[config.mk]
export PLATFORM = sky130hd
export DESIGN_NAME = ram_arbiter
export DESIGN_NICKNAME = d
export VERILOG_FILES = /design/src/rtl/ram_arbiter.sv
export SDC_FILE = /design/constraint.sdc
export NUM_CORES = 1
export LEC_CHECK = 0
export BUFFER_PORTS_ARGS = -buffer_cell sky130_fd_sc_hd__buf_4
export CAP_MARGIN = 25
export CELL_PAD_IN_SITES_DETAIL_PLACEMENT = 0
export CELL_PAD_IN_SITES_GLOBAL_PLACEMENT = 1
export CORE_MARGIN = 4
export CORE_UTILIZATION = 30
export DETAILED_ROUTE_END_ITERATION = 16
export MAX_ROUTING_LAYER = met4
export PLACE_DENSITY = 0.72
export SKIP_LAST_GASP = 1
export SYNTH_ARGS = -nofsm -noshare
export SYNTH_HDL_FRONTEND = slang
export SYNTH_SLANG_ARGS = --single-unit
[constraint.sdc]
create_clock -name i_clock -period 4.9 [get_ports i_clock]
set_clock_uncertainty 0.15 [all_clocks]
set_input_delay 0.245 -clock i_clock [delete_from_list [all_inputs] [get_ports i_clock]]
set_output_delay 0.245 -clock i_clock [all_outputs]
set_load 0.005 [all_outputs]
[src/rtl/ram_arbiter.sv]
// Purpose : round-robin arbiter sharing one single-port RAM between the CPU path and the program loader.
// Latency : write done 2 cycles after req is sampled in IDLE; read done 2+RD_LATENCY cycles after.
// Backpres: req/done handshake; a requester holds req until its done pulse, one access at a time.
//
// Ports:
//   i_clock, i_reset_n                          clock, async active-low reset
//   i_cpu_req/we/addr/wdata, o_cpu_gnt/done/rdata  CPU requester handshake and data
//   i_ldr_req/we/addr/wdata, o_ldr_gnt/done/rdata  loader requester handshake and data
//   o_ram_addr/we/wdata, i_ram_rdata              RAM macro interface
//   o_busy                                       high whenever an access is in progress
module ram_arbiter #(
  parameter int ADDR_WIDTH = 4,
  parameter int DATA_WIDTH = 16,
  parameter int RD_LATENCY = 1
) (
  input  logic                  i_clock,
  input  logic                  i_reset_n,
  input  logic                  i_cpu_req,
  input  logic                  i_cpu_we,
  input  logic [ADDR_WIDTH-1:0] i_cpu_addr,
  input  logic [DATA_WIDTH-1:0] i_cpu_wdata,
  output logic                  o_cpu_gnt,
  output logic                  o_cpu_done,
  output logic [DATA_WIDTH-1:0] o_cpu_rdata,
  input  logic                  i_ldr_req,
  input  logic                  i_ldr_we,
  input  logic [ADDR_WIDTH-1:0] i_ldr_addr,
  input  logic [DATA_WIDTH-1:0] i_ldr_wdata,
  output logic                  o_ldr_gnt,
  output logic                  o_ldr_done,
  output logic [DATA_WIDTH-1:0] o_ldr_rdata,
  output logic [ADDR_WIDTH-1:0] o_ram_addr,
  output logic                  o_ram_we,
  output logic [DATA_WIDTH-1:0] o_ram_wdata,
  input  logic [DATA_WIDTH-1:0] i_ram_rdata,
  output logic                  o_busy
);

  typedef enum logic [1:0] {S_IDLE, S_ACCESS, S_WAIT, S_DONE} state_t;

  localparam logic       OWN_CPU   = 1'b0;
  localparam logic       OWN_LDR   = 1'b1;
  // WAIT runs RD_LATENCY cycles: counter loads latency-1 and captures at zero.
  localparam logic [1:0] WAIT_INIT = 2'(RD_LATENCY - 1);

  state_t                state_q, state_d;
  logic                  owner_q, owner_d;
  logic                  last_q, last_d;
  logic                  we_q, we_d;
  logic [1:0]            cnt_q, cnt_d;
  logic [ADDR_WIDTH-1:0] addr_q, addr_d;
  logic [DATA_WIDTH-1:0] wdata_q, wdata_d;
  logic [DATA_WIDTH-1:0] cpu_rdata_q, cpu_rdata_d;
  logic [DATA_WIDTH-1:0] ldr_rdata_q, ldr_rdata_d;
  logic                  pick_cpu, pick_ldr;

  // On a tie the requester that did not win last time goes first.
  assign pick_cpu = i_cpu_req && (!i_ldr_req || (last_q == OWN_LDR));
  assign pick_ldr = i_ldr_req && !pick_cpu;

  // State register.
  always_ff @(posedge i_clock or negedge i_reset_n) begin
    if (!i_reset_n) begin
      state_q     <= S_IDLE;
      owner_q     <= OWN_CPU;
      last_q      <= OWN_LDR;
      we_q        <= 1'b0;
      cnt_q       <= '0;
      addr_q      <= '0;
      wdata_q     <= '0;
      cpu_rdata_q <= '0;
      ldr_rdata_q <= '0;
    end else begin
      state_q     <= state_d;
      owner_q     <= owner_d;
      last_q      <= last_d;
      we_q        <= we_d;
      cnt_q       <= cnt_d;
      addr_q      <= addr_d;
      wdata_q     <= wdata_d;
      cpu_rdata_q <= cpu_rdata_d;
      ldr_rdata_q <= ldr_rdata_d;
    end
  end

  // Next-state and datapath capture.
  always_comb begin
    state_d     = state_q;
    owner_d     = owner_q;
    last_d      = last_q;
    we_d        = we_q;
    cnt_d       = cnt_q;
    addr_d      = addr_q;
    wdata_d     = wdata_q;
    cpu_rdata_d = cpu_rdata_q;
    ldr_rdata_d = ldr_rdata_q;
    case (state_q)
      S_IDLE: begin
        if (pick_cpu || pick_ldr) begin
          owner_d = pick_ldr;
          last_d  = pick_ldr;
          we_d    = pick_ldr ? i_ldr_we    : i_cpu_we;
          addr_d  = pick_ldr ? i_ldr_addr  : i_cpu_addr;
          wdata_d = pick_ldr ? i_ldr_wdata : i_cpu_wdata;
          state_d = S_ACCESS;
        end
      end
      S_ACCESS: begin
        if (we_q) begin
          state_d = S_DONE;
        end else begin
          cnt_d   = WAIT_INIT;
          state_d = S_WAIT;
        end
      end
      S_WAIT: begin
        if (cnt_q == 2'd0) begin
          if (owner_q == OWN_LDR) ldr_rdata_d = i_ram_rdata;
          else                    cpu_rdata_d = i_ram_rdata;
          state_d = S_DONE;
        end else begin
          cnt_d = cnt_q - 2'd1;
        end
      end
      S_DONE:  state_d = S_IDLE;
      default: state_d = S_IDLE;
    endcase
  end

  // Outputs decoded from state; grant spans ACCESS..DONE, i.e. every non-idle state.
  always_comb begin
    o_busy     = (state_q != S_IDLE);
    o_cpu_gnt  = o_busy && (owner_q == OWN_CPU);
    o_ldr_gnt  = o_busy && (owner_q == OWN_LDR);
    o_cpu_done = (state_q == S_DONE) && (owner_q == OWN_CPU);
    o_ldr_done = (state_q == S_DONE) && (owner_q == OWN_LDR);
    o_ram_we   = (state_q == S_ACCESS) && we_q;
  end

  assign o_ram_addr  = addr_q;
  assign o_ram_wdata = wdata_q;
  assign o_cpu_rdata = cpu_rdata_q;
  assign o_ldr_rdata = ldr_rdata_q;

endmodule

==> results of run 1 <==
==> placed cells by master, fill, tap and decap left out, types with 4 or more instances in the layout <==
cell type        n
nand2_1         23
o21ai_0          4
buf_4          119
mux2_4          21
inv_1            4
a21oi_1         45
mux2_2          12
dlygate4sd3_1   35
nor2_1          24
ha_1             5
clkbuf_8        11
dfrtp_1         58
==> final cells by class <==
cell class              instances  share of cell area, %
well taps                     108                   3.21
inverters                       6                  0.535
clock inverters                 4                  0.595
multi-input cells             153                   26.3
flip-flops and latches         59                   35.1
clock buffers                  12                   3.69
repair buffers                156                   30.6
==> where the power goes <==
part | switching, mW | total (mW) | internal, mW
clock network | 0.195 | 0.405 | 0.210
registers | 0.153 | 0.888 | 0.735
logic | 0.442 | 1.14 | 0.694
==> registers in the layout, summed over array words and instances (netlist names) <==
signal,cells
o_cpu_rdata,16
o_ldr_rdata,16
o_ram_wdata,16
o_ram_addr,4
cnt_q,2
state_q,2
last_q,1
owner_q,1
we_q,1
==> cells in the mapped netlist (all sizes together) <==
master  count  share of area (%)
nand3b      1               0.74
and2b       2               0.56
a21bo       1               0.37
ha          5                2.3
o221ai      1               0.33
nor3b       1               0.28
a21boi      2               0.70
nand2b      1               0.23
and2        2               0.47
mux2       33                 17
o211ai      1               0.28
dfrtp      58                 54
o21a        2               0.56
inv         6               0.84
buf        12                3.0
a21oi      45                8.4
nor2       24                3.4
dfstp       1               0.98
nand3       1               0.65
o21ai       5                1.1
o31a        1               0.33
or4         1               0.28
a211oi      1               0.28
nand2      23                3.2
==> routing by layer <==
layer	up-vias	share of wire [%]
met2	89	45
met5	-	0
met4	0	1.2
met1	1086	45
li1	1096	-
met3	8	9.2
==> critical path, cell delays in order, from the launching register on <==
cell and delay [ns]:
dfrtp_1 0.43, inv_1 0.10, ha_1 0.26, o21a_1 0.71, nor2_1 0.08, a21oi_1 0.16
==> final timing paths <==
check / slack (ns) / to / startpoint
max: 2.93 / o_ram_wdata[7] / state_q[0]
min: 0.02 / o_cpu_rdata[3] / i_ram_rdata[3]
max reg2reg: 2.93 / o_ram_wdata[7] / state_q[0]
min reg2reg: 0.35 / last_q / last_q
max in group asynchronous: 3.72 / o_ram_wdata[9] / i_reset_n
min in group asynchronous: 0.39 / o_cpu_rdata[11] / i_reset_n
==> cells by family (layout without fill, tap and decap cells) <==
kind of cell    count (synthesis)  in the layout  share of synthesized area, %
compound gates                 59             59                          12.3
fa+ha+maj                       5              5                          2.33
buf+inv                        18            178                          3.86
flops                          59             59                          55.0
mux                            33             33                          16.8
simple gates                   56             56                          9.78
==> what timing repair did <==
| action | 4_1_cts | 5_1_grt |
|---|---|---|
| setup buffers | 0 | 0 |
| hold buffers | 33 | 2 |
| hold endpoints to repair | 101 | 3 |
| gates resized for setup | 0 | 0 |
==> through the flow <==
stage / utilization [%] / cell area [um^2] / instances
after global placement: 41.7 / 3630 / 445
after global routing: 48.2 / 4210 / 498
final: 48.2 / 4210 / 498
after CTS: 47.8 / 4170 / 495
after floorplan: - / 2690 / 230
after detailed placement: 42.0 / 3660 / 446
==> out/metrics.yaml, run 1 <==
timing:
  min_period_ns: 1.97
  slew_violations: 0
  final_hold_viol_count: 0
  fmax_mhz: 507
  finalWorstSetupSlack_ns: 2.93
  relSlewSlack_pct: 44.5
  period_share_pct: 40.2
  rsz0062_at_grt: "false"
  hold-worst-slack_ns: 0.0165
  worst_pin_slew_ns: 0.832
  setup_viol: 0
  tns_ns: 0
grt:
  grt_usage_pct: 14.3
  grt_use_met1_pct: 18.4
  grt_use_met3_pct: 4.60
  first_global_vias: 2357
  grt_util_met2_pct: 21.4
  grt_busiest_layer: "met2"
  antenna_found_initial: 0
  grt_pass1_wl_um: 11400
  overflow: 0
  grt_max_degree: 60
cells_and_area:
  multi_input_area_um2: 1110
  layout.nets: 452
  area.growth.synth_to_final_pct: 56.6
  regArea_um2: 1480
  fill_cells: 806
  diodes: 0
  drive_gt1_share_pct: 45.4
detailed_routing:
  wl_per_cell_um: 14.6
  drtIter0Drc: 73
  routed_wl_um: 7270
  viasPerCell: 4.58
  first_pass_iters: 4
  ant_nets: 0
  vias: 2279
  drc: 0
run:
  maxCapViolations: 0
setup_path:
  cp-start-kind: "flip-flop"
  cp.arrival_ns: 2.06
  path_max_fanout: 21
  worst_setup_path_end_kind: "flip-flop"
  timing_worst_setup_path_type: "flip-flop to flip-flop"
  worst-r2r-cell-count: 5
  worstPathRequired_ns: 4.99
power:
  powerDensity_nw_per_um2: 577
  p_leak_nw: 2.04
  finalPower_mw: 2.43
  max-vdd-ir-drop_uv: 174
clock_network:
  cts_buffers: 9
  clockBufferDepth: 2
  cts_tree: "yes"
  clkLatencyLatePin_ns: 0.32
  cts.sinks: 59
  cts_root_buf: "clkbuf_8"
  clk_pin_slew_ns: 0.07
  ctsHtreeMaxLevel: 3
die:
  die_h_um: 103
  rows: 34
  ios: 120
  coreArea_um2: 8720
  dieWidth_um: 103
  die_area_um2: 10500
  start_util_pct: 30.8
placed_design:
  port-buffer-count: 119
  hpwl_um: 4920
  gp_congestion: 0.736
  place_ws_ns: 2.92
synthesis:
  ys_ff_latch: 59
  synth_cells: 230
  synth_warnings: 0
  synthesis.area_um2: 2690
  synth_cell_type_count: 31
  ys_seq_area_share_pct: 55.0
  syn-num-nets: 297
  syn_avg_cell_area_um2: 11.7
min_path:
  hold_path.class: "input pin to flip-flop"
  whs_path_depth: 2
run_status:
  status: "completed"
No activity file was read; power rests on OpenSTA's default activity.
==> run 2, diff against run 1 <==
--- a/config.mk
+++ b/config.mk
@@ -5,6 +5,7 @@
 export SDC_FILE = /design/constraint.sdc
 export NUM_CORES = 1
 export LEC_CHECK = 0
+export ABC_AREA = 1
 export BUFFER_PORTS_ARGS = -buffer_cell sky130_fd_sc_hd__buf_4
 export CAP_MARGIN = 25
 export CELL_PAD_IN_SITES_DETAIL_PLACEMENT = 0
@@ -13,7 +14,7 @@
 export CORE_UTILIZATION = 30
 export DETAILED_ROUTE_END_ITERATION = 16
 export MAX_ROUTING_LAYER = met4
-export PLACE_DENSITY = 0.72
+export PLACE_DENSITY = 0.79
 export SKIP_LAST_GASP = 1
 export SYNTH_ARGS = -nofsm -noshare
 export SYNTH_HDL_FRONTEND = slang
==> constraint.sdc (replaced) <==
create_clock -name i_clock -period 1.7 [get_ports i_clock]
set_clock_uncertainty 0.15 [all_clocks]
set_input_delay 0.085 -clock i_clock [delete_from_list [all_inputs] [get_ports i_clock]]
set_output_delay 0.085 -clock i_clock [all_outputs]
set_load 0.005 [all_outputs]
==> out/metrics.yaml, run 2 <==
detailed_routing:
  drc: 0  # unchanged
  ant_nets: 0  # unchanged
  first_pass_iters: 4  # unchanged
  wl_per_cell_um: 13.1  # -10%
  routed_wl_um: 8260  # +14%
  viasPerCell: 4.32  # -5.6%
  drtIter0Drc: 68  # -6.8%
  vias: 2716  # +19%
power:
  max-vdd-ir-drop_uv: 564  # +220%
  p_clk_share_pct: 20.3  # +3.6 points
  powerDensity_nw_per_um2: 1540  # +170%
  p_int_mw: 4.58  # +180%
  power.switching_mw: 2.51  # +220%
  sw_frac_of_total_pct: 35.4  # +2.8 points
  seqPwrFrac_pct: 35.5  # -1.1 points
  finalPower_mw: 7.09  # +190%
  p_leak_nw: 2.50  # +22%
  p_comb_share_pct: 44.2  # -2.6 points
die:
  rows: 34  # unchanged
  start_util_pct: 31.1  # +0.24 points
  coreArea_um2: 8760  # +0.49%
  ios: 120  # unchanged
  die_h_um: 103  # +0.57%
  die_area_um2: 10700  # +1.2%
  dieWidth_um: 103  # +0.57%
cells_and_area:
  diodes: 0  # unchanged
  multi_input_area_um2: 1040  # -6.3%
  instances_no_fill: 629  # +26%
  layout.nets: 583  # +29%
  post-route-util_pct: 52.5  # +4.2 points
  regArea_um2: 1480  # unchanged
  drive_gt1_share_pct: 30.3  # -15 points
  mostFrequentLayoutCells: "nand2_1 (172), buf_4 (119), dlygate4sd3_1 (59)"
  area.growth.synth_to_final_pct: 69.0
  final_common_cell: "nand2_1"
  fill_cells: 793  # -1.6%
placed_design:
  hpwl_um: 5200  # +5.7%
  gp_congestion: 0.788  # +7.1%
  placed_cells: 552  # +24%
  port-buffer-count: 119  # unchanged
synthesis:
  synth_warnings: 0  # unchanged
  synth.largest_area_cell: "dfrtp_1"
  yosys-top-cells-count: "nand2_1 (174), dfrtp_1 (58), o21ai_1 (34)"
  synth_edf_count: 0  # unchanged
  synth_ff_type: "dfrtp_1"
  yosysTopAreaCellShare_pct: 53.3  # -0.67 points
  synth-async-reset-ratio_pct: 100  # unchanged
  ys_ff_latch: 59  # unchanged
  syn-num-nets: 402  # +35%
  synth.most_common_cell: "nand2_1"
  synthesis.area_um2: 2720  # +1.3%
  synth_cell_type_count: 20  # -35%
  synth_cells: 335  # +46%
  syn_avg_cell_area_um2: 8.12  # -30%
  synthTopCellsByArea: "dfrtp_1 (53%), nand2_1 (24%), o21ai_1 (6.3%)"
  ys_seq_area_share_pct: 54.3  # -0.68 points
grt:
  first_global_vias: 2679  # +14%
  grt_usage_pct: 15.6  # +1.3 points
  antenna_found_initial: 0  # unchanged
  overflow: 0  # unchanged
  grt_max_degree: 38  # -37%
  grt_pass1_wl_um: 12500  # +9.4%
timing:
  tns_ns: 0  # unchanged
  slew_violations: 0  # unchanged
  relSlewSlack_pct: 61.8  # +17 points
  setup_viol: 0  # unchanged
  min_period_ns: 1.62
  fmax_mhz: 617
  rsz0062_at_grt: "true"
  hold-worst-slack_ns: 0.0408  # +0.0243 ns
  final_hold_viol_count: 0  # unchanged
  period_share_pct: 95.3
  worst_pin_slew_ns: 0.572  # -0.260 ns
clock_network:
  clkLatencyLatePin_ns: 0.33  # about the same
  cts.sinks: 59  # unchanged
  clk_pin_slew_ns: 0.07  # about the same
  ctsHtreeMaxLevel: 3  # unchanged
  cts_buffers: 9  # unchanged
  post_cts_buffers: 0  # unchanged
  cts_root_buf: "clkbuf_8"
  cts_tree: "yes"
  clockBufferDepth: 2  # unchanged
setup_path:
  cp.arrival_ns: 1.39  # -0.67 ns
  timing_worst_setup_path_type: "flip-flop to output port"
  reg2reg_to: "o_ldr_rdata[5]"
  worst-r2r-cell-count: 8  # +3
  path_max_fanout: 5  # -76%
  worst_setup_path_end_kind: "output port"
  worstPathRequired_ns: 1.46  # -3.53 ns
  cp-start-kind: "flip-flop"
  r2r-start: "state_q[0]"
  r2r_slack_ns: 0.11  # -2.82 ns
run:
  maxCapViolations: 0  # unchanged
min_path:
  hold_path.class: "input pin to async pin"
run_status:
  status: "completed"
-- run 2: cell count changes after synthesis, sizes merged, moves of 2 or more --
cell	previous run	this run
and2	2	0
and2b	2	0
inv	6	30
o21ai	5	36
nor2	24	4
nand2	23	178
o21a	2	0
a21boi	2	0
mux2	33	0
a21oi	45	2
nand3	1	5
-- run 2: metal layers --
layer	part of all wire (%)	routed length [um]	vias to the layer above	global-route usage, %
li1	-	-	1383	-
met1	44	3660	1210	19.7
met2	47	3850	116	24.3
met3	8.2	680	7	4.83
met4	0.85	70	0	4.58
met5	0	0	-	-
-- run 2: cell families (layout without fill, tap and decap cells) --
group | count (synthesis) | after routing | share of synthesized area (%)
buffers and inverters | 44 | 230 | 8.28
DFF | 59 | 59 | 54.3
adders and majority gates | 5 | 5 | 2.30
and+or+nand+nor | 187 | 187 | 26.8
AOI/OAI and AO/OA | 40 | 40 | 8.37
-- run 2: timing repair --
| action | 4_1_cts | 5_1_grt |
|---|---|---|
| endpoints found under the hold margin | 112 | 0 |
| gates cloned | 0 | 2 |
| endpoints found under the setup margin | 24 | 8 |
| hold buffers | 59 | 0 |
| gates resized for setup | 2 | 3 |
-- run 2: area by class of cell --
cell class                 instances  area share (%)
multi-input combinational        232            22.5
clock buffer                       9            2.69
inverter                          30            2.45
timing repair buffer             184            35.1
tap                              108            2.94
clock inverter                     7            2.15
sequential                        59            32.1
-- run 2: through the flow --
stage | cell area, um^2 | worst slack (ns)
after detailed placement | 3720 | -0.0359
final | 4600 | 0.0797
after CTS | 4540 | 0.0524
after global routing | 4600 | -0.0323
after floorplan | 2720 | 0.256
after global placement | 3720 | 0.0411
-- run 2: power groups by stage --
stage	combinational [mW]	sequential (mW)	clock, mW
6_report	3.14	2.52	1.44
5_1_grt	3.53	2.60	1.54
4_1_cts	3.04	2.52	1.48
3_5_place_dp	2.92	2.53	0
3_3_place_gp	2.87	2.51	0
2_1_floorplan	1.40	2.51	0
-- run 2: how the worst max path moves through the flow --
stage,startpoint,end,slack (ns),cells past startpoint
3_3_place_gp,last_q,o_ram_addr[0],0.04,5
2_1_floorplan,state_q[0],o_ram_addr[0],0.26,7
6_report,state_q[0],o_busy,0.08,4
5_1_grt,state_q[0],o_ldr_rdata[5],-0.03,8
4_1_cts,state_q[0],o_busy,0.05,4
3_5_place_dp,last_q,o_ram_wdata[1],-0.04,5
-- run 2: worst max-delay path: stages, from the launching register on --
cell	delay, ns
dfrtp_1	0.42
inv_1	0.12
ha_2	0.28
inv_2	0.09
buf_4	0.14
==> run 3, diff against run 2 <==
--- a/config.mk
+++ b/config.mk
@@ -14,7 +14,7 @@
 export CORE_UTILIZATION = 30
 export DETAILED_ROUTE_END_ITERATION = 16
 export MAX_ROUTING_LAYER = met4
-export PLACE_DENSITY = 0.79
+export PLACE_DENSITY = 0.76
 export SKIP_LAST_GASP = 1
 export SYNTH_ARGS = -nofsm -noshare
 export SYNTH_HDL_FRONTEND = slang
==> constraint.sdc (replaced) <==
create_clock -name i_clock -period 1.85 [get_ports i_clock]
set_clock_uncertainty 0.15 [all_clocks]
set_input_delay 0.0925 -clock i_clock [delete_from_list [all_inputs] [get_ports i_clock]]
set_output_delay 0.0925 -clock i_clock [all_outputs]
set_load 0.005 [all_outputs]
==> out/metrics.yaml, run 3 (same netlist as run 2, synthesis figures left out) <==
run_status:
  status: "completed"
power:
  p_clk_share_pct: 18.6  # -1.7 points
  p_int_mw: 4.00  # -13%
  sw_frac_of_total_pct: 35.4  # +0.043 points
  seqPwrFrac_pct: 37.3  # +1.8 points
  p_leak_nw: 2.46  # -1.7%
  p_comb_share_pct: 44.1  # about the same
  power.switching_mw: 2.20  # -12%
  max-vdd-ir-drop_uv: 442  # -22%
  powerDensity_nw_per_um2: 1380  # -10%
setup_path:
  cp_num_buf_inv: 3  # unchanged
  cp-start-kind: "flip-flop"
  cp_top_family: "flip-flops"
  timing_worst_setup_path_type: "flip-flop to output port"
  crit_chain: "inv_1 > ha_1 > inv_2 > buf_4"
  worstPathRequired_ns: 1.61  # +0.15 ns
  critical_path_depth: 4  # unchanged
  cpPeakStageDelay_ns: 0.43  # about the same
  cp_slowest_cell: "dfrtp_1"
  path_max_fanout: 5  # unchanged
  worst_setup_path_end_kind: "output port"
  worst-r2r-cell-count: 7  # -1
  cp.arrival_ns: 1.50  # +0.11 ns
timing:
  finalWorstSetupSlack_ns: 0.112  # +0.0320 ns
  tns_ns: 0  # unchanged
  final_hold_viol_count: 0  # unchanged
  setup_viol: 0  # unchanged
  slew_violations: 0  # unchanged
  hold-worst-slack_ns: 0.104  # +0.0631 ns
  worst_pin_slew_ns: 0.748  # +0.176 ns
  fmax_mhz: 575
  rsz0062_at_grt: "false"
  min_period_ns: 1.74
  period_share_pct: 94.0
  relSlewSlack_pct: 50.1  # -12 points
clock_network:
  clk_pin_slew_ns: 0.07  # about the same
  clockBufferDepth: 2  # unchanged
  cts_tree: "yes"
  clkLatencyLatePin_ns: 0.32  # about the same
  post_cts_buffers: 0  # unchanged
  cts_root_buf: "clkbuf_8"
  ctsHtreeMaxLevel: 3  # unchanged
  cts.sinks: 59  # unchanged
  cts_buffers: 9  # unchanged
cells_and_area:
  fin_area_um2: 4490  # -2.4%
  layout.nets: 580  # -0.51%
  final_common_cell: "nand2_1"
  instances_no_fill: 626  # -0.48%
  area.growth.synth_to_final_pct: 64.9
  fill_cells: 813  # +2.5%
  mostFrequentLayoutCells: "nand2_1 (174), buf_4 (119), dlygate4sd3_1 (59)"
  diodes: 0  # unchanged
  drive_gt1_share_pct: 29.2  # -1.2 points
grt:
  grt_usage_pct: 15.0  # -0.59 points
  first_global_vias: 2596  # -3.1%
  overflow: 0  # unchanged
  grt_max_degree: 60  # +58%
  antenna_found_initial: 0  # unchanged
  grt_pass1_wl_um: 12200  # -2.4%
run:
  maxCapViolations: 0  # unchanged
placed_design:
  dpl-instance-area_um2: 3700  # -0.54%
  hpwl_um: 5160  # -0.70%
  place_ws_ns: 0.168  # +0.204 ns
  gp_congestion: 0.750  # -4.9%
  placed_cells: 551  # -0.18%
  port-buffer-count: 119  # unchanged
die:
  start_util_pct: 31.1  # unchanged
  die_area_um2: 10700  # unchanged
  ios: 120  # unchanged
  rows: 34  # unchanged
  coreArea_um2: 8760  # unchanged
  die_h_um: 103  # unchanged
  dieWidth_um: 103  # unchanged
min_path:
  hold_path.class: "input pin to flip-flop"
  whs_path_depth: 5
detailed_routing:
  drc: 0  # unchanged
  ant_nets: 0  # unchanged
  drtIter0Drc: 101  # +49%
  vias: 2682  # -1.3%
  viasPerCell: 4.28  # -0.78%
  routed_wl_um: 7780  # -5.8%
  wl_per_cell_um: 12.4  # -5.4%
  first_pass_iters: 4  # unchanged
## run 3: cell types whose count changed in the layout (fill, tap and decap cells not counted), moves of 2 or more
cell and delta:
nand2_2 -2, nand2_1 +2, clkinv_2 +4, clkbuf_16 -2
inv_6 -2
## run 3: worst paths after layout
check,slack (ns),startpoint,end
worst max register to register,0.17,state_q[0],o_ram_addr[1]
worst min-delay path,0.10,i_ldr_req,state_q[0]
worst min register to register,0.33,o_ram_addr[3],o_ram_addr[3]
worst max-delay path,0.11,state_q[0],o_busy
max in group asynchronous,0.81,i_reset_n,o_cpu_rdata[9]
min in group asynchronous,0.24,i_reset_n,o_ldr_rdata[2]
## run 3: repair_timing
action,CTS,global route
hold buffers,59,0
resized for setup,0,1
endpoints found under the setup margin,0,1
endpoints found under the hold margin,111,0
## run 3: cell type report
| cell class | count | area [um^2] | share of cell area (%) |
|---|---|---|---|
| repair buffers | 181 | 1540 | 34.4 |
| flip-flops and latches | 59 | 1480 | 32.9 |
| multi-input cells | 232 | 1030 | 22.9 |
| clock buffers | 10 | 138 | 3.07 |
| well taps | 108 | 135 | 3.01 |
| inverters | 30 | 113 | 2.51 |
| clock inverters | 6 | 55.1 | 1.23 |
## run 3: worst register-to-register path: stages, from the launching register on
cell	delay [ns]
dfrtp_1	0.43
inv_1	0.12
ha_1	0.34
inv_2	0.12
a21oi_4	0.15
buf_12	0.17
nand2_1	0.07
nand2_1	0.06
## run 3: power groups by stage
stage	Sequential [mW]	Clock, mW	Combinational [mW]
after CTS	2.31	1.18	2.79
final	2.31	1.15	2.74
after detailed placement	2.32	0	2.69
after global routing	2.39	1.24	3.10
after global placement	2.31	0	2.64
after floorplan	2.30	0	1.28
## run 3: per-stage QoR
step	total power, mW	utilization, %
after floorplan	3.59	-
after global placement	4.95	42.2
after detailed placement	5.01	42.2
after CTS	6.28	51.1
after global routing	6.73	51.2
final	6.20	51.2
## run 3: routing by layer
metal,part of all wire (%),vias to the layer above,track usage [%]
met5,0,-,-
met1,45,1188,18.7
li1,-,1381,-
met4,0.96,0,5.38
met2,46,104,23.3
met3,8.5,9,4.43
